<file path="config.mk">
export PLATFORM = sky130hd
export DESIGN_NAME = acq_sequencer
export DESIGN_NICKNAME = d
export VERILOG_FILES = /design/src/rtl/acq_sequencer.sv
export SDC_FILE = /design/constraint.sdc
export NUM_CORES = 1
export LEC_CHECK = 0
export ABC_AREA = 1
export BUFFER_PORTS_ARGS = -buffer_cell sky130_fd_sc_hd__buf_2
export CAP_MARGIN = 25
export CORE_UTILIZATION = 34
export CTS_BUF_LIST = sky130_fd_sc_hd__clkbuf_16
export CTS_CLUSTER_DIAMETER = 80
export CTS_CLUSTER_SIZE = 40
export DETAILED_ROUTE_END_ITERATION = 10
export HOLD_SLACK_MARGIN = 0.02
export MAX_ROUTING_LAYER = met4
export SKIP_CTS_REPAIR_TIMING = 1
export SLEW_MARGIN = 30
export SYNTH_ARGS = -nofsm -noshare
export SYNTH_HDL_FRONTEND = slang
export SYNTH_SLANG_ARGS = --single-unit
</file>
<file path="constraint.sdc">
create_clock -name clk -period 3.14 [get_ports clk]
set_input_delay 0.471 -clock clk [delete_from_list [all_inputs] [get_ports clk]]
set_output_delay 0.471 -clock clk [all_outputs]
set_load 0.01 [all_outputs]
</file>
<file path="src/rtl/acq_sequencer.sv">
// Periodic ADC acquisition scheduler: scans masked channels through convert, filter and compare.
// Latency: scan starts 1 cycle after tick/single_shot; at least 5 cycles per channel; scan_done 1 cycle after last NEXT.
// Backpressure: each stage waits on its done input (watchdog-bounded); a tick that arrives while busy is dropped and flagged.
module acq_sequencer #(
    parameter int SAMPLE_PERIOD = 1000,
    parameter int TIMEOUT       = 256,
    parameter int NCH           = 4,
    parameter int CHW           = 2
) (
    input  logic           clk,
    input  logic           reset,
    input  logic           enable,
    input  logic           single_shot,
    input  logic [NCH-1:0] ch_mask,
    input  logic           err_clr,
    input  logic           data_ready,
    input  logic           filter_done,
    input  logic           compare_done,
    output logic           start_conversion,
    output logic [CHW-1:0] adc_channel,
    output logic           filter_enable,
    output logic           compare_enable,
    output logic           busy,
    output logic           scan_done,
    output logic           timeout_err,
    output logic           overrun
);

    localparam int PW = (SAMPLE_PERIOD > 2) ? $clog2(SAMPLE_PERIOD) : 1;
    localparam int WW = $clog2(TIMEOUT + 1);
    localparam logic [PW-1:0] PERIOD_RELOAD = PW'(SAMPLE_PERIOD - 1);
    localparam logic [WW-1:0] WD_LAST       = WW'(TIMEOUT - 1);

    localparam logic [2:0] S_IDLE     = 3'd0;
    localparam logic [2:0] S_START    = 3'd1;
    localparam logic [2:0] S_WAIT_ADC = 3'd2;
    localparam logic [2:0] S_FILTER   = 3'd3;
    localparam logic [2:0] S_COMPARE  = 3'd4;
    localparam logic [2:0] S_NEXT     = 3'd5;

    logic [2:0]     state_q, state_d;
    logic [PW-1:0]  period_q, period_d;
    logic [WW-1:0]  wd_q, wd_d;
    logic [NCH-1:0] mask_q, mask_d;
    logic [CHW-1:0] ch_q, ch_d;
    logic           start_q, start_d;
    logic           filt_q, filt_d;
    logic           cmp_q, cmp_d;
    logic           busy_q, busy_d;
    logic           done_q, done_d;
    logic           tmo_q, tmo_d;
    logic           ovr_q, ovr_d;

    logic           tick;
    logic           wd_expire;
    logic           set_tmo;
    logic [CHW-1:0] low_idx;
    logic [CHW-1:0] nxt_idx;
    logic           nxt_found;

    // Sample-rate divider: counts down while enabled, held at reload otherwise.
    always_comb begin
        tick     = 1'b0;
        period_d = period_q;
        if (!enable) begin
            period_d = PERIOD_RELOAD;
        end else if (period_q == '0) begin
            tick     = 1'b1;
            period_d = PERIOD_RELOAD;
        end else begin
            period_d = period_q - PW'(1);
        end
    end

    // Channel pickers: lowest set bit of the live mask, next set bit above the current channel in the snapshot.
    always_comb begin
        low_idx   = '0;
        nxt_idx   = ch_q;
        nxt_found = 1'b0;
        for (int i = NCH - 1; i >= 0; i--) begin
            if (ch_mask[i]) begin
                low_idx = CHW'(i);
            end
        end
        for (int i = NCH - 1; i >= 0; i--) begin
            if (mask_q[i] && (i > int'(ch_q))) begin
                nxt_found = 1'b1;
                nxt_idx   = CHW'(i);
            end
        end
    end

    // Scan FSM: next state, snapshot/channel updates and watchdog abort.
    always_comb begin
        state_d   = state_q;
        mask_d    = mask_q;
        ch_d      = ch_q;
        set_tmo   = 1'b0;
        wd_expire = (wd_q == WD_LAST);
        case (state_q)
            S_IDLE: begin
                if ((tick || single_shot) && (ch_mask != '0)) begin
                    mask_d  = ch_mask;
                    ch_d    = low_idx;
                    state_d = S_START;
                end
            end
            S_START: state_d = S_WAIT_ADC;
            S_WAIT_ADC: begin
                if (data_ready) begin
                    state_d = S_FILTER;
                end else if (wd_expire) begin
                    set_tmo = 1'b1;
                    state_d = S_IDLE;
                end
            end
            S_FILTER: begin
                if (filter_done) begin
                    state_d = S_COMPARE;
                end else if (wd_expire) begin
                    set_tmo = 1'b1;
                    state_d = S_IDLE;
                end
            end
            S_COMPARE: begin
                if (compare_done) begin
                    state_d = S_NEXT;
                end else if (wd_expire) begin
                    set_tmo = 1'b1;
                    state_d = S_IDLE;
                end
            end
            S_NEXT: begin
                if (nxt_found) begin
                    ch_d    = nxt_idx;
                    state_d = S_START;
                end else begin
                    state_d = S_IDLE;
                end
            end
            default: state_d = S_IDLE;
        endcase
    end

    // Watchdog: restarts on entry to a wait state, counts while staying there.
    always_comb begin
        wd_d = '0;
        if ((state_d == S_WAIT_ADC) || (state_d == S_FILTER) || (state_d == S_COMPARE)) begin
            if (state_d == state_q) begin
                wd_d = wd_q + WW'(1);
            end
        end
    end

    // Registered Moore outputs decoded from the next state; sticky flags where set beats clear.
    always_comb begin
        start_d = (state_d == S_START);
        filt_d  = (state_d == S_FILTER);
        cmp_d   = (state_d == S_COMPARE);
        busy_d  = (state_d != S_IDLE);
        done_d  = (state_q == S_NEXT) && (state_d == S_IDLE);
        tmo_d   = set_tmo ? 1'b1 : (err_clr ? 1'b0 : tmo_q);
        ovr_d   = (tick && (state_q != S_IDLE)) ? 1'b1 : (err_clr ? 1'b0 : ovr_q);
    end

    // State and output registers.
    always_ff @(posedge clk or negedge reset) begin
        if (!reset) begin
            state_q  <= S_IDLE;
            period_q <= PERIOD_RELOAD;
            wd_q     <= '0;
            mask_q   <= '0;
            ch_q     <= '0;
            start_q  <= 1'b0;
            filt_q   <= 1'b0;
            cmp_q    <= 1'b0;
            busy_q   <= 1'b0;
            done_q   <= 1'b0;
            tmo_q    <= 1'b0;
            ovr_q    <= 1'b0;
        end else begin
            state_q  <= state_d;
            period_q <= period_d;
            wd_q     <= wd_d;
            mask_q   <= mask_d;
            ch_q     <= ch_d;
            start_q  <= start_d;
            filt_q   <= filt_d;
            cmp_q    <= cmp_d;
            busy_q   <= busy_d;
            done_q   <= done_d;
            tmo_q    <= tmo_d;
            ovr_q    <= ovr_d;
        end
    end

    assign start_conversion = start_q;
    assign adc_channel      = ch_q;
    assign filter_enable    = filt_q;
    assign compare_enable   = cmp_q;
    assign busy             = busy_q;
    assign scan_done        = done_q;
    assign timeout_err      = tmo_q;
    assign overrun          = ovr_q;

endmodule

</file>
==> results, run 1 <==
- The clock insertion delay at the later pin of the skew report is 0.28 ns.
- The number of placed I/O pins is 21.
- The routability congestion estimate is 0.847.
- In this run the remaining antenna-violating nets after routing total 0.
- At the worst endpoint, the required time is 3.34 ns.
- The pin count of the biggest net entering global routing is 35.
- The first global-routing pass estimated 6050 um of wire.
- After synthesis, the largest family of logic cells by area is simple AND/OR/NAND/NOR gates.
- The signal on the critical path passes through ha_1, nand3_1, nand3b_1, nor3b_1, ha_1, nor2_2, nand3_2, nand2_2, nor2_4, nand3_2, nand2_1, inv_2, nor2_1.
- The number of global-route vias before repair is between 1,000 and 1,500.
- The pre-antenna-repair detailed-routing pass consisted of 4 iterations.
- The flip-flop and latch area is 861 sq um.
- Relative to the synthesized area, the layout overhead comes to 17.9%.
- The synthesized design contains 0 enable-type register cells.
- The number of hold-slack violations in the final timing report is 0.
- The run finished with clean final reports.
- The final total power is 1.56 mW.
- The site row count is 26.
- The starting DRC count in detailed routing is 47.
- The top cell type by area accounts for 35.8% of the synthesized area.
- Power spread over the standard cell area amounts to 729 nW/um^2.
- The number of different library cells in the post-synthesis netlist is 29.
- The highest-delay cell along the critical path is dfrtp_1.
- The number of filler instances in the final layout is 557.
- The commonest register cell after synthesis is dfrtp_1.
- For the worst setup path, the data arrival time is about 2.5 ns.
- The share of async-settable or async-resettable flops after synthesis is 100%.
- The die footprint is 5650 sq um.
- The total number of vias is 1,393.
- The initial utilization of the core area, before any placement, comes to 35.4%.
- The library cell used most frequently in the layout, excluding fill and tap cells, is inv_1.
- Synthesis handed over a netlist of around 210 instances.
- The core region is 5140 sq um.
- The synthesized area per cell is 8.58 sq um.
- The delay of the slowest critical-path stage is between 0.3 and 0.4 ns.
- Once placement finished, the instance area stood at 2010 sq um.
- Once placement completed, the tool counted placed cells totaling approximately 300.
- The post-route fraction of the period consumed by the critical path is 72.0%.
- The cell depth of the worst setup path is 13.
- Counting the buffers created by CTS gives 5.
- The total half-perimeter wirelength after legalization and detailed placement is roughly 2600 um.
- Counting flops and latches in the post-synthesis netlist gives 34.
- The kind of cell with the highest combined delay along the critical path is simple AND/OR/NAND/NOR gates.
- The CTS tree is built.
- Following the worst setup path forward leads to its endpoint at wd_q[4]$_DFF_PN0_.
- The max-slew violation count is 0.
- The worst clock skew on the final layout is 0.00496 ns.
- After detailed routing, the total wire length is 3510 um.
- The remaining global-route overflow is 0.
- The launching point of the worst reg2reg path is wd_q[0]$_DFF_PN0_.
- The area of the multi-input gates is 816 sq um.
- The synthesized netlist devotes ~7.4% of its cell area to compound gates.
- In the layout the commonest cells are inv_1 (35), nand2_1 (32), dfrtp_1 (26).
- The combined buffer and inverter count along the critical path is 1.
- Headroom to the max-slew limit came out at around half.
- At the pin with the least slew margin, the transition time is approximately 0.75 ns.
- The final standard cell area without fillers is 2140 sq um.
- The adder-cell share of the synthesized area is 2.75%.
- The reg-to-reg critical path endpoint is wd_q[4]$_DFF_PN0_.
- By area the synthesized netlist is led by dfrtp_1 (36%), dfstp_2 (12%), inv_1 (7.0%).
- The cell sitting at the root of the clock tree is a clkbuf_16.
- The H-tree was split into 2 levels.
- Using the TritonRoute via totals, the vias-per-cell ratio works out to ~4.5.
- Dividing the detail-routed wire length by the instance count gives 11.3 um.
- Counting every sink on the clock net gives 34.
- In this run the static leakage power is 1.10 nW.
- The start-to-end type of the worst setup path is flop to flop.
- Setup repair after global routing left no endpoint under its margin.
- The initial antenna violation count is 0.
- The number of antenna repair diodes is 0.
- The clock period could shrink to about 2.3 ns.
- The worst min-delay path category is input port to async pin.
- Summed over all failing endpoints, the final setup total negative slack is 0 ns.
- Setup violations remaining at the end of the flow were counted as 0.
- The clock-pin slew of the registers on the worst-case setup and hold paths is 0.05 ns.
- The largest fanout on the critical path is 9.
- In this run the tool buffered the top-level ports with 20 buffer cells.
- The worst voltage drop across the vdd grid is ~480 uV.
- STA classifies the critical path endpoint as a flop.
- Max-cap violations in this run came to 0.
- The xor and xnor area share after synthesis is around 3.9%.
- The overall routing resource usage is 15.3%.
- Measured against the total synthesized area, the mux share comes to 0%.
- From left edge to right edge, the die measures 75.2 um.
- During synthesis, Yosys emitted a total of 0 warnings.
- Of the cells placed in the final design, the portion with a size suffix greater than 1 is 25.4%.
- Measured in cells, the most critical reg-to-reg path has a length of 13.
- The finished layout holds 310 standard cells, fillers aside.
- The number of nets in the layout is 255.
- In this run the worst setup path begins at wd_q[0]$_DFF_PN0_.
- The buffer levels on the longest clock path is 2.
- The cell area that synthesis handed to floorplanning was 1820 sq um.
- The minimum setup slack among reg-to-reg paths is 0.88 ns.
- The die height is ~75 um.
- After detailed routing, the number of remaining DRC violations is 0.
- The number of nets handed over by synthesis was 228.
- The highest attainable clock frequency is 442 MHz.
- Of the total synthesized cell area, the portion taken by AND, OR, NAND and NOR gates is 30.9%.
- The most area-hungry cell type in the Yosys netlist is dfrtp_1.
- The worst setup path is launched from a flop.
- The share of the Yosys chip area taken by registers is approximately 47%.
synth_stat cells (3+ instances only):
library cell  count
xor2_1            7
inv_2             4
ha_1              4
nand4_1           3
a21oi_1           5
nand3b_1          3
nand2_1          32
nor2_1           21
nand2_2           8
dfstp_2           8
dfrtp_1          26
nand3_1          23
o21ai_0          10
inv_1            34
nand3_2           4
nor3_1            3
cell families (layout without fill, tap and decap cells):
| family | after synthesis | after routing |
|---|---|---|
| buf+inv | 38 | 66 |
| simple gates | 107 | 107 |
| xor+xnor | 8 | 8 |
| compound gates | 21 | 21 |
| fa+ha+maj | 4 | 4 |
| flops | 34 | 34 |
flip-flops by register name (all words and copies together) (netlist names), 2 cells and up:
signal / flops
state_q: 3
period_q: 10
wd_q: 9
mask_q: 3
adc_channel: 2
layout make-up:
cell class / instances / area share (%)
Tap cell: 70 / 4.08
Sequential cell: 34 / 40.1
Inverter: 38 / 6.65
Clock buffer: 5 / 5.83
Multi-Input combinational cell: 140 / 38.0
Timing Repair Buffer: 20 / 4.67
Clock inverter: 3 / 0.583
per-stage QoR:
step / setup slack (ns) / hold WS [ns] / utilization, %
after floorplan: 1.15 / 0.175 / -
after global placement: 0.951 / 0.436 / 39.0
after detailed placement: 0.884 / 0.450 / 39.0
after CTS: 0.858 / 0.288 / 41.7
after global routing: 0.593 / 0.329 / 41.7
final: 0.880 / 0.259 / 41.7
power breakdown:
group | switching (mW) | total [mW] | internal, mW
clock | 0.172 | 0.458 | 0.286
combinational | 0.363 | 0.534 | 0.171
sequential | 0.0571 | 0.573 | 0.515
worst min-delay path by stage:
stage	from	endpoint	slack, ns	depth (start not counted)
floorplan	reset	adc_channel[0]$_DFFE_PN0P_	0.18	0
global placement	period_q[0]$_DFF_PN1_	period_q[0]$_DFF_PN1_	0.44	1
detailed placement	period_q[0]$_DFF_PN1_	period_q[0]$_DFF_PN1_	0.45	1
CTS	reset	period_q[3]$_DFF_PN0_	0.29	1
global route	reset	period_q[4]$_DFF_PN0_	0.33	1
finish	reset	period_q[4]$_DFF_PN0_	0.26	1
metal layers:
layer / wire length (um) / track usage (%) / part of all wire [%]
met1: 1780 / 18.7 / 51
met2: 1560 / 22.8 / 44
met3: 107 / 4.15 / 3.0
met4: 69 / 8.44 / 2.0
met5: 0 / - / 0
Power figures use the tool's default switching activity.
==> run 2: changes to the inputs <==
--- a/config.mk
+++ b/config.mk
@@ -5,7 +5,7 @@
 export SDC_FILE = /design/constraint.sdc
 export NUM_CORES = 1
 export LEC_CHECK = 0
-export ABC_AREA = 1
+export ABC_AREA = 0
 export BUFFER_PORTS_ARGS = -buffer_cell sky130_fd_sc_hd__buf_2
 export CAP_MARGIN = 25
 export CORE_UTILIZATION = 34
==> constraint.sdc (replaced) <==
create_clock -name clk -period 2.1 [get_ports clk]
set_input_delay 0.315 -clock clk [delete_from_list [all_inputs] [get_ports clk]]
set_output_delay 0.315 -clock clk [all_outputs]
set_load 0.01 [all_outputs]
==> run 2 against run 1 <==
Effect of this change: the flow now finishes with violations (setup timing); final cell count fell by 12%; combinational power rose by 60%; synthesized cell count fell by 24%; via count fell by 7.5%; cell area rose by 3.9%; first-iteration DRC count did not move; utilization rose by 5.1 points; total power rose by 74%.
==> results, run 2 <==
- Of the available clock period, the critical path in the final layout requires 102%.
- For this run the aggregate overflow at the end of global routing stands at 0.
- The buffer levels on the longest clock path is 2.
- The run finished, with violations left.
- Of all nets on the critical path, the largest fanout is 9.
- After detailed routing, the number of remaining DRC violations is 0.
- After synthesis, the share of flip-flops with an asynchronous set or reset is 100%.
- The number of sinks driven by the clock tree is 34.
- Clock-pin slew was measured on the worst setup and hold paths at 0.06 ns.
- The largest registers in the layout are period_q x10, wd_q x9.
- The total wire length is 3280 um.
- The flip-flop count of the largest register after layout is 10.
- The tree is rooted in a clkbuf_16.
- After floorplanning, the core was divided into 25 placement rows.
- After routing, the total negative slack on setup checks comes to -0.344 ns.
- Counting flops with a built-in enable in the synthesized netlist gives 0.
- The number of setup violations in the final report is 10.
- The most common cell after layout, fill and taps aside is dfrtp_1.
- The number of filler instances in the final layout is 461.
- The core area is 4750 sq um.
- By count the netlist is led by dfrtp_1 (26), nor2_1 (17), nand2_1 (13).
- In this run the tightest slew margin relative to its limit is approximately 50%.
- The number of different library cells in the post-synthesis netlist is 41.
- The checks that failed: setup timing.
- The smallest setup slack after layout is -0.0445 ns.
- The number of nets still failing antenna checks after routing is 0.
- The vias per cell is 4.72.
- The worst min-delay path category is input port to async pin.
- The clock buffer count from CTS is 5.
- The routed wire length on met2 is around 1600 um.
- Counting tap cells, the placed design contains a total of 260 instances.
- The post-placement cell area is 1970 sq um.
- The die covers 5260 sq um.
- The max-slew violation count was 0.
- The total length of routed met3 wires is 123 um.
- Grouping stages by cell kind, the critical path spends the most delay in simple AND/OR/NAND/NOR gates.
- The arrival time of the worst setup path is 2.31 ns.
- Synthesis produced a netlist whose cell count is 162.
- In this run the number of H-tree levels came out at 2.
- Hold timing on the final database bottoms out at a slack of 0.0975 ns.
- The critical path goes through and3_4, and2_4, and4_1, ha_2, or3b_1, a21boi_2, o21bai_4, o32a_1, buf_6, nor2_1.
- The analysis attributes to cell leakage a power of 1.03 nW.
- The initial antenna violation count is 0.
- The worst voltage drop across the vdd grid is 441 uV.
- The synthesized design contains 34 register bits.
- In this run switching power makes up 29.7% of total power.
- The worst clock skew on the final layout is 0.00566 ns.
- The number of global-route vias before repair is ~1,200.
- The total standard cell area after synthesis is 1690 sq um.
- The post-synth net total is 178.
- For this run, the number of Yosys warnings is 0.
- The cell with the most instances after synthesis is dfrtp_1.
- Compared with the post-synthesis result, the final layout area differs by 31.6%.
- The fraction of final layout cells sized beyond drive strength 1 is 35.4%.
- In the global route stage, overall resource usage came out at 14.4%.
- The number of nets in the layout is ~220.
- The die height is 72.6 um.
- TritonCTS built the clock tree.
- The pin count of the biggest net entering global routing is 35.
- The internal power of the cells is 1.91 mW.
- The type of origin of the critical path is a flop.
- The routability congestion estimate is between 0.7 and 0.8.
- For this run, the number of standard cells in the final layout without fillers is 273.
- The clock period minus final worst setup slack is 2.14 ns.
- The number of max-cap violations is 0.
- Leaving out fill and tap cells, the most frequent cells in the layout are dfrtp_1 (26), buf_2 (20), nor2_1 (17), buf_4 (17), nand2_1 (13).
- Static timing analysis puts the maximum clock frequency at 466 MHz.
- The final standard cell area without fillers is ~2200 sq um.
- Together, buffers and inverters on the worst path number 1.
- The count of TritonRoute iterations in the first routing pass is 4.
- The delay of the slowest critical-path stage is 0.38 ns.
- The most area-hungry cell type in the Yosys netlist is dfrtp_1.
- The share of total power dissipated in combinational logic is between 30% and 40%.
- The required time of the critical path is 2.26 ns.
- The first global-routing pass estimated 5490 um of wire.
- For this design the ratio of total power to cell area is between 1000 and 1500 nW/um^2.
- The kind of end point of the critical path is a flop.
- The count of input and output buffers is 20.
- The effective utilization at floorplan is 35.6%.
- The commonest register cell after synthesis is dfrtp_1.
- The highest metal layer carrying signal wires in the routed design is met4.
- By startpoint and endpoint, the worst setup path is classified as flop to flop.
- The total half-perimeter wirelength after legalization and detailed placement is around 2300 um.
- The sequential fraction of design power is 33.2%.
- The die width is 72.6 um.
- The number of hold-slack violations in the final timing report is 0.
- The top-area cell type share of the netlist area is between 30% and 40%.
- For this block, the initial DRC count from the detailed router was 47.
- By area the synthesized netlist is led by dfrtp_1 (38%), dfstp_2 (12%), xor2_1 (4.1%).
- The power spent charging and discharging nets is 808 uW.
- The total number of vias is around 1,300.
- The number of placed I/O pins is 21.
- The highest-delay cell along the critical path is dfrtp_1.
- The routed metal-1 wirelength is about 1500 um.
- Counting flops per register, the top entry is period_q.
- The synthesized area per cell is 10.4 sq um.
- The clock network burns 35.2% of the power.
- The portion of the post-synthesis area used by sequential elements is between 50% and 60%.
- Setup repair after global routing could not meet its margin everywhere.
- The wire length per cell is 12.0 um.
- The clock insertion delay at the later pin of the skew report is between 0.2 and 0.3 ns.
- The number of antenna repair diodes is 0.
- For the pin with the worst max-slew slack, the measured transition is 0.741 ns.
run 2: power groups by stage:
stage	sequential (mW)	combinational (mW)	clock (mW)
2_1_floorplan	0.906	0.544	0
3_3_place_gp	0.903	0.780	0
3_5_place_dp	0.907	0.782	0
4_1_cts	0.898	0.786	0.981
5_1_grt	0.925	0.950	0.997
6_report	0.902	0.856	0.957
run 2: cell type report:
class,count,area (sq um),area share (%)
inverter,12,45.0,2.02
timing repair buffer,38,239,10.7
multi-input combinational,114,805,36.1
clock buffer,5,125,5.62
tap,67,83.8,3.76
sequential,34,861,38.7
clock inverter,3,68.8,3.09
run 2: logic make-up after synthesis:
group                      after synthesis  share of synthesized area (%)
and+or+nand+nor                         66                           21.5
buffers and inverters                   14                           3.77
DFF                                     34                           50.8
AOI/OAI and AO/OA                       30                           13.2
xor gates and xnor gates                11                           5.69
adders and majority gates                4                           2.96
muxes                                    3                           2.00
run 2: routing by layer:
layer  vias to the layer above  global-route usage, %
li1                        641                      -
met1                       621                   16.5
met2                        21                   23.8
met3                         6                   4.17
met4                         0                   5.88
met5                         -                      -
run 2: final timing paths:
kind                                            start                         end  slack [ns]  cells after the start
worst max-delay path                wd_q[4]$_DFF_PN0_           wd_q[5]$_DFF_PN0_       -0.04                     10
worst min-delay path                            reset  start_conversion$_DFF_PN0_         0.1                      1
worst max register to register      wd_q[4]$_DFF_PN0_           wd_q[5]$_DFF_PN0_       -0.04                     10
worst min register to register  period_q[0]$_DFF_PN1_       period_q[0]$_DFF_PN1_        0.47                      1
max in group asynchronous                       reset     filter_enable$_DFF_PN0_        1.53                      1
min in group clk                              err_clr     timeout_err$_DFFE_PN0P_        0.27                      2
run 2: worst reg2reg max path, delay by kind of cell (launching register included):
family | cells | cell delay, ns
fa+ha+maj | 1 | 0.18
compound gates | 3 | 0.45
flops | 1 | 0.38
buf+inv | 1 | 0.14
simple gates | 5 | 0.89
run 2: metrics by stage:
step	total power, mW	util [%]	worst slack (ns)
after floorplan	1.45	-	-0.00653
final	2.71	46.8	-0.0445
after CTS	2.67	45.5	-0.0710
after global routing	2.87	46.8	-0.158
after global placement	1.68	41.4	-0.0256
after detailed placement	1.69	41.4	-0.0524
